`src/rtl/fir_pkg.sv`:
```
// Shared definitions for the FIR coefficient loader: default geometry, coefficient type,
// loader state encoding and the tap bit-offset helper.
package fir_pkg;

    localparam int unsigned COEFF_WIDTH_DEFAULT = 16;
    localparam int unsigned NUM_TAPS_DEFAULT    = 32;

    typedef logic signed [COEFF_WIDTH_DEFAULT-1:0] coeff_t;

    // Loader states; StCheck is only reachable when the checksum beat is enabled.
    typedef logic [1:0] state_t;
    localparam state_t StIdle   = 2'd0;
    localparam state_t StLoad   = 2'd1;
    localparam state_t StCheck  = 2'd2;
    localparam state_t StCommit = 2'd3;

    // Bit offset of tap i inside a flattened coefficient bus.
    function automatic int unsigned tap_slice(input int unsigned i,
                                              input int unsigned cw = COEFF_WIDTH_DEFAULT);
        return i * cw;
    endfunction

endpackage

```
`src/rtl/fir_coeff_bank.sv`:
```
// Shadow and active coefficient register arrays. The shadow bank is written one tap at a
// time; a commit strobe copies the whole shadow bank into the active bank in one cycle.
module fir_coeff_bank
    import fir_pkg::*;
#(
    parameter int unsigned COEFF_WIDTH = COEFF_WIDTH_DEFAULT,
    parameter int unsigned NUM_TAPS    = NUM_TAPS_DEFAULT,
    parameter int unsigned IDX_WIDTH   = $clog2(NUM_TAPS)
) (
    input  logic                            clk,
    input  logic                            rst,
    input  logic                            clear,
    input  logic                            we,
    input  logic [IDX_WIDTH-1:0]            idx,
    input  logic [COEFF_WIDTH-1:0]          data,
    input  logic                            commit,
    output logic [NUM_TAPS*COEFF_WIDTH-1:0] coeff_flat
);

    logic [COEFF_WIDTH-1:0] shadow_q [NUM_TAPS];
    logic [COEFF_WIDTH-1:0] active_q [NUM_TAPS];

    // Shadow bank: cleared at reset and at frame start, written per accepted beat.
    always_ff @(posedge clk) begin
        if (rst || clear) begin
            for (int i = 0; i < int'(NUM_TAPS); i++) begin
                shadow_q[i] <= '0;
            end
        end else if (we) begin
            shadow_q[idx] <= data;
        end
    end

    // Active bank: only reset and commit may change what the filter sees.
    always_ff @(posedge clk) begin
        if (rst) begin
            for (int i = 0; i < int'(NUM_TAPS); i++) begin
                active_q[i] <= '0;
            end
        end else if (commit) begin
            active_q <= shadow_q;
        end
    end

    // Flatten the active bank, tap 0 in the least significant slice.
    always_comb begin
        coeff_flat = '0;
        for (int unsigned i = 0; i < NUM_TAPS; i++) begin
            coeff_flat[tap_slice(i, COEFF_WIDTH) +: COEFF_WIDTH] = active_q[i];
        end
    end

endmodule

```
`src/rtl/fir_coeff_loader.sv`:
```
// Writer side of the FIR coefficient interface: accepts one coefficient per valid/ready
// beat into a shadow bank and commits it atomically on a well-formed frame.
// Optional feature macro: FIR_COEFF_LOADER_CHECKSUM_EN appends a checksum beat (sum of all
// taps mod 2^COEFF_WIDTH) that must match before the frame is committed.
module fir_coeff_loader
    import fir_pkg::*;
#(
    parameter int unsigned COEFF_WIDTH = COEFF_WIDTH_DEFAULT,
    parameter int unsigned NUM_TAPS    = NUM_TAPS_DEFAULT,
    parameter int unsigned IDX_WIDTH   = $clog2(NUM_TAPS)
) (
    input  logic                            clk,
    input  logic                            rst,
    input  logic                            load_start,
    input  logic                            s_valid,
    output logic                            s_ready,
    input  logic [COEFF_WIDTH-1:0]          s_data,
    input  logic                            s_last,
    output logic                            busy,
    output logic                            done,
    output logic                            err,
    output logic [NUM_TAPS*COEFF_WIDTH-1:0] coeff_flat
);

    localparam logic [IDX_WIDTH-1:0] LAST_IDX = IDX_WIDTH'(NUM_TAPS - 1);

    state_t                 state_q, state_d;
    logic [IDX_WIDTH-1:0]   idx_q, idx_d;
    logic                   done_q, done_d;
    logic                   err_q, err_d;
    logic                   hs;
    logic                   bank_we, bank_clear, bank_commit;
`ifdef FIR_COEFF_LOADER_CHECKSUM_EN
    logic [COEFF_WIDTH-1:0] csum_q, csum_d;
`endif

    assign s_ready = (state_q == StLoad) || (state_q == StCheck);
    assign busy    = (state_q != StIdle);
    assign hs      = s_valid && s_ready;
    assign done    = done_q;
    assign err     = err_q;

    // Next-state, index and bank-control decode.
    always_comb begin
        state_d     = state_q;
        idx_d       = idx_q;
        done_d      = 1'b0;
        err_d       = 1'b0;
        bank_we     = 1'b0;
        bank_clear  = 1'b0;
        bank_commit = 1'b0;
`ifdef FIR_COEFF_LOADER_CHECKSUM_EN
        csum_d      = csum_q;
`endif
        case (state_q)
            StIdle: begin
                if (load_start) begin
                    state_d    = StLoad;
                    idx_d      = '0;
                    bank_clear = 1'b1;
`ifdef FIR_COEFF_LOADER_CHECKSUM_EN
                    csum_d     = '0;
`endif
                end
            end
            StLoad: begin
                if (hs) begin
                    bank_we = 1'b1;
`ifdef FIR_COEFF_LOADER_CHECKSUM_EN
                    csum_d  = csum_q + s_data;
`endif
                    if (idx_q == LAST_IDX) begin
`ifdef FIR_COEFF_LOADER_CHECKSUM_EN
                        // s_last belongs on the checksum beat, not on the final tap.
                        if (s_last) begin
                            err_d   = 1'b1;
                            state_d = StIdle;
                        end else begin
                            state_d = StCheck;
                        end
`else
                        if (s_last) begin
                            state_d = StCommit;
                        end else begin
                            err_d   = 1'b1;
                            state_d = StIdle;
                        end
`endif
                    end else if (s_last) begin
                        err_d   = 1'b1;
                        state_d = StIdle;
                    end else begin
                        idx_d = idx_q + 1'b1;
                    end
                end
            end
`ifdef FIR_COEFF_LOADER_CHECKSUM_EN
            StCheck: begin
                if (hs) begin
                    if (s_last && (s_data == csum_q)) begin
                        state_d = StCommit;
                    end else begin
                        err_d   = 1'b1;
                        state_d = StIdle;
                    end
                end
            end
`endif
            StCommit: begin
                bank_commit = 1'b1;
                done_d      = 1'b1;
                state_d     = StIdle;
            end
            default: begin
                state_d = StIdle;
            end
        endcase
    end

    // State, index and registered status pulses.
    always_ff @(posedge clk) begin
        if (rst) begin
            state_q <= StIdle;
            idx_q   <= '0;
            done_q  <= 1'b0;
            err_q   <= 1'b0;
`ifdef FIR_COEFF_LOADER_CHECKSUM_EN
            csum_q  <= '0;
`endif
        end else begin
            state_q <= state_d;
            idx_q   <= idx_d;
            done_q  <= done_d;
            err_q   <= err_d;
`ifdef FIR_COEFF_LOADER_CHECKSUM_EN
            csum_q  <= csum_d;
`endif
        end
    end

    fir_coeff_bank #(
        .COEFF_WIDTH (COEFF_WIDTH),
        .NUM_TAPS    (NUM_TAPS),
        .IDX_WIDTH   (IDX_WIDTH)
    ) u_bank (
        .clk        (clk),
        .rst        (rst),
        .clear      (bank_clear),
        .we         (bank_we),
        .idx        (idx_q),
        .data       (s_data),
        .commit     (bank_commit),
        .coeff_flat (coeff_flat)
    );

endmodule

```
`config.mk`:
```
export PLATFORM = sky130hd
export DESIGN_NAME = fir_coeff_loader
export DESIGN_NICKNAME = d
export VERILOG_FILES = /design/src/rtl/fir_pkg.sv /design/src/rtl/fir_coeff_bank.sv /design/src/rtl/fir_coeff_loader.sv
export SDC_FILE = /design/constraint.sdc
export NUM_CORES = 2
export LEC_CHECK = 0
export CELL_PAD_IN_SITES_DETAIL_PLACEMENT = 0
export CELL_PAD_IN_SITES_GLOBAL_PLACEMENT = 2
export CORE_MARGIN = 2
export CORE_UTILIZATION = 37
export DETAILED_ROUTE_END_ITERATION = 10
export HOLD_SLACK_MARGIN = 0.08
export PLACE_DENSITY = 0.86
export SLEW_MARGIN = 20
export SYNTH_ARGS = -nofsm -noshare
export SYNTH_HDL_FRONTEND = slang
export SYNTH_SLANG_ARGS = --single-unit
```
`constraint.sdc`:
```
create_clock -name clk -period 4.2 [get_ports clk]
set_clock_uncertainty 0.15 [all_clocks]
set_input_delay 0.84 -clock clk [delete_from_list [all_inputs] [get_ports clk]]
set_output_delay 0.84 -clock clk [all_outputs]
set_load 0.01 [all_outputs]
```
==> qor.txt <==
===============================================================================================
Critical path's slowest cell                                                       sky130_fd_sc_hd__clkdlybuf4s50_1
Count of routing violations after the opening detailed-route iteration                     2796
Vias in the first global route                                                            28300
Peak supply drop                                                                         309 uV
Weighted congestion reported at the end of routability-driven placement                   0.777
Number of vias after detailed routing                                                     30300
DRC violations left                                                                           0
Largest net degree at the start of global routing                                           172
Number of ports placed on the die boundary                                                  537
Achievable Freq                                                                       0.315 GHz
Seq. cell area                                                                       0.0207 mm2
Area of placed instances                                                             0.0440 mm2
Placement Setup Slack                                                                    494 ps
Syn Area/Cell                                                                          9.60 um2
Synth unique cells                                                                           51
Combinational power share                                                                 0.033
Total buffers and inverters traversed by the critical path                                    3
Synthesis-to-layout area growth                                                           24.6%
Clock group share of total power                                                          0.481
Post-synthesis register bit count                                                          1033
Worst min-delay path startpoint                                                    u_bank.shadow_q[443]
Total die area                                                                        0.106 mm2
Antenna Violating Nets Remaining                                                              0
Number of filler cells placed in the layout                                                9659
Number of optimization iterations in the first detailed-route pass                            5
Hold WC Path Type                                                                       reg2reg
Initial antenna violation count                                                               6
Floorplan row count                                                                         117
Post CTS Setup Buffer Count                                                                   0
Final slew viol count                                                                         0
Power spent charging and discharging nets                                               4.53 mW
Total wirelength of the detailed-routed design                                           132 mm
CTS Root Cell                                                                      sky130_fd_sc_hd__clkbuf_16
GRT overflow                                                                                  0
Final std cell area, no fill                                                         0.0476 mm2
Launching element type of the critical path                                                flop
Post-synthesis async set-or-reset flop share                                                  0
Endpoint of the worst hold-timing path                                             u_bank.shadow_q[443]
Kind of critical path                                                                   reg2out
Yosys top cell by area                                                             sky130_fd_sc_hd__dfxtp_1
Required time worst endpoint                                                            3210 ps
Avg Vias per Cell                                                                          5.29
Final sum of negative setup slack                                                          0 ps
First-pass GRT wire length                                                               193 mm
Worst R2R Path Depth                                                                          5
Worst setup slack after layout                                                          1030 ps
Die boundary width                                                                       325 um
Area of the core                                                                      0.102 mm2
Internal power                                                                          15.7 mW
Post-layout total power                                                                 20.2 mW
Worst Max-Slew Pin Slew                                                                 1080 ps
Clock input transition at the sequential cells of the worst setup and hold paths          60 ps
Main area contributors after synthesis                                             sky130_fd_sc_hd__dfxtp_1 54%, sky130_fd_sc_hd__mux2i_1 16%, sky130_fd_sc_hd__nor2_1 5.1%, sky130_fd_sc_hd__nand3_1 5.1%, sky130_fd_sc_hd__a21oi_1 5.0%
R2r endpoint                                                                       u_bank.shadow_q[213]
Number of H-tree branching levels                                                             3
Skew-Pair Late Insertion Delay                                                           690 ps
Synth warnings                                                                                0
Effective utilization at floorplan                                                        0.374
I/O Buffers                                                                                 536
Most frequent cells after synthesis                                                1033 x sky130_fd_sc_hd__dfxtp_1, 593 x sky130_fd_sc_hd__mux2i_1, 516 x sky130_fd_sc_hd__nor2_1
Synth Instances                                                                            3978
Number of enable-type register cells in the synthesized netlist                               0
Total CTS buffers                                                                           108
Sequential fraction of the synthesis area                                                 0.541
Leakage power                                                                           15.5 nW
Final number of hold-violating endpoints                                                      0
Register-to-Register Setup Slack                                                        1500 ps
Number of failing setup endpoints in the final timing report                                  0
Cell occurring most often along the worst timing path                              sky130_fd_sc_hd__inv_1
RSZ-0062 raised after global routing                                                         no
Post-synthesis cell area                                                             0.0382 mm2
Slowest Stage Delay on Critical Path                                                     600 ps
Cell with the most instances after synthesis                                       sky130_fd_sc_hd__dfxtp_1
Chip Height                                                                              325 um
Area share of the largest cell type after synthesis                                       0.541
Slew margin rel.                                                                          0.281
Aggregate global-route resource usage                                                     0.239
Reported max-cap violation count                                                              0
Resized cells post-CTS                                                                        0
Delay-heaviest family, CP                                                          buffers and inverters
Primary FF master, synth                                                           sky130_fd_sc_hd__dfxtp_1
Switching Fraction                                                                        0.224
Multi-input logic area                                                               0.0154 mm2
Number of nets produced by synthesis                                                       4008
Reg-to-Reg Start                                                                     state_q[0]
Count of clock tree sinks                                                                  1033
Data arrival time of the critical path                                                  2180 ps
TritonCTS clock tree                                                                      built
Cts hold-fix bufs                                                                             0
Number of stages on the worst hold path                                                       2
Category of the worst setup path capture point                                       output pin
Power per unit of standard cell area                                                 424 mW/mm2
Fraction of power consumed by sequential logic                                            0.486
Final period demand of the worst path                                                   3170 ps
Ratio of cells with drive above 1 in the final layout                                    0.0660
Post-route clock period utilization                                                       0.755
Wire length per cell                                                                    23.0 um
CP Cell Sequence                                                                   inv_1 > ha_1 > inv_1 > clkdlybuf4s50_1
Biggest fanout along the worst timing path                                                    7
Outcome                                                                            finished clean
Final layout net count                                                                     4315
Placed wire-length estimate after detailed placement                                    78.3 mm
Maximum number of buffers from clock root to sink                                             3
===============================================================================================
power by group through the flow:
stage          sequential, mW  clock [mW]  combinational [mW]
2_1_floorplan            10.0           0               0.372
3_3_place_gp             10.0           0               0.666
3_5_place_dp             10.0           0               0.665
4_1_cts                  9.81        9.93               0.667
5_1_grt                  9.81        10.3               0.695
6_report                 9.81        9.72               0.665
layout make-up:
type | count | area share
sequential | 1033 | 0.434
tap | 1368 | 0.0360
clock inverter | 37 | 0.00999
antenna | 1 | 0.0000526
inverter | 6 | 0.000473
clock buffer | 154 | 0.0655
timing repair buffer | 610 | 0.130
multi-input combinational | 2526 | 0.323
metal layers:
metal / wire [um] / global-route usage
met5: 45 / 0
met4: 3580 / 0.0681
met3: 8210 / 0.0460
met2: 60400 / 0.374
met1: 59700 / 0.333
state kept, by name, summed over array words and instances, names as in the netlist:
| signal | cells |
|---|---|
| done | 1 |
| err | 1 |
| state_q | 2 |
| u_bank.coeff_flat | 512 |
| u_bank.shadow_q | 512 |
| idx_q | 5 |
stage by stage:
step            util  std cells  hold slack (ps)
6_report       0.466       5735              308
3_5_place_dp   0.431       5543              301
5_1_grt        0.466       5734              324
4_1_cts        0.466       5734              309
3_3_place_gp   0.431       5543              294
2_1_floorplan      -       3978              284
cells by family (layout without fill, tap and decap cells):
family	after synthesis	count (layout)	share of synthesized area
compound gates	878	878	0.120
fa+ha+maj	9	9	0.00295
buf+inv	419	807	0.0576
flops	1033	1033	0.541
mux	593	593	0.155
other cells	0	1	0
simple gates	1046	1046	0.123
cells in the final DEF, fill, tap and decap left out, types with 3 or more instances in the layout:
cell type                         netlist  layout
sky130_fd_sc_hd__nand2_1               98      97
sky130_fd_sc_hd__nand3_1              386     386
sky130_fd_sc_hd__and4_2                 0       3
sky130_fd_sc_hd__o21ai_1               80      80
sky130_fd_sc_hd__nand2b_1               6       5
sky130_fd_sc_hd__nand4_1                3       3
sky130_fd_sc_hd__clkbuf_16              0     110
sky130_fd_sc_hd__nand2_8                4       4
sky130_fd_sc_hd__ha_1                   9       8
sky130_fd_sc_hd__and4b_2                0       3
sky130_fd_sc_hd__bufinv_16              0      10
sky130_fd_sc_hd__nor2_1               516     516
sky130_fd_sc_hd__o21ai_0              353     353
sky130_fd_sc_hd__o211ai_1              48      48
sky130_fd_sc_hd__clkbuf_8               0      20
sky130_fd_sc_hd__inv_1                  6       6
sky130_fd_sc_hd__buf_4                 32      45
sky130_fd_sc_hd__nand2_2                3       3
sky130_fd_sc_hd__mux2i_1              593     593
sky130_fd_sc_hd__clkinv_2               0      21
sky130_fd_sc_hd__clkdlybuf4s50_1        0     519
sky130_fd_sc_hd__buf_2                148      16
sky130_fd_sc_hd__clkbuf_1             161      24
sky130_fd_sc_hd__buf_12                 1      29
sky130_fd_sc_hd__dfxtp_1             1033    1033
sky130_fd_sc_hd__a21oi_1              385     385
worst reg2reg max path, delay by kind of cell, from the launching register on:
family                     cells  cell delay (ps)
buffers and inverters          1              280
and+or+nand+nor                1              850
DFF                            1              430
adders and majority gates      1              180
AOI/OAI and AO/OA              2              710
how the worst max path moves through the flow:
stage | endpoint | slack, ps | depth (start not counted) | from
3_5_place_dp | u_bank.shadow_q[472] | 490 | 4 | s_valid
4_1_cts | busy | 940 | 4 | state_q[0]
6_report | busy | 1030 | 4 | state_q[0]
3_3_place_gp | u_bank.shadow_q[471] | 580 | 4 | s_valid
5_1_grt | busy | 900 | 4 | state_q[0]
2_1_floorplan | idx_q[3] | 2120 | 6 | idx_q[0]
No activity file was read; power rests on OpenSTA's default activity.
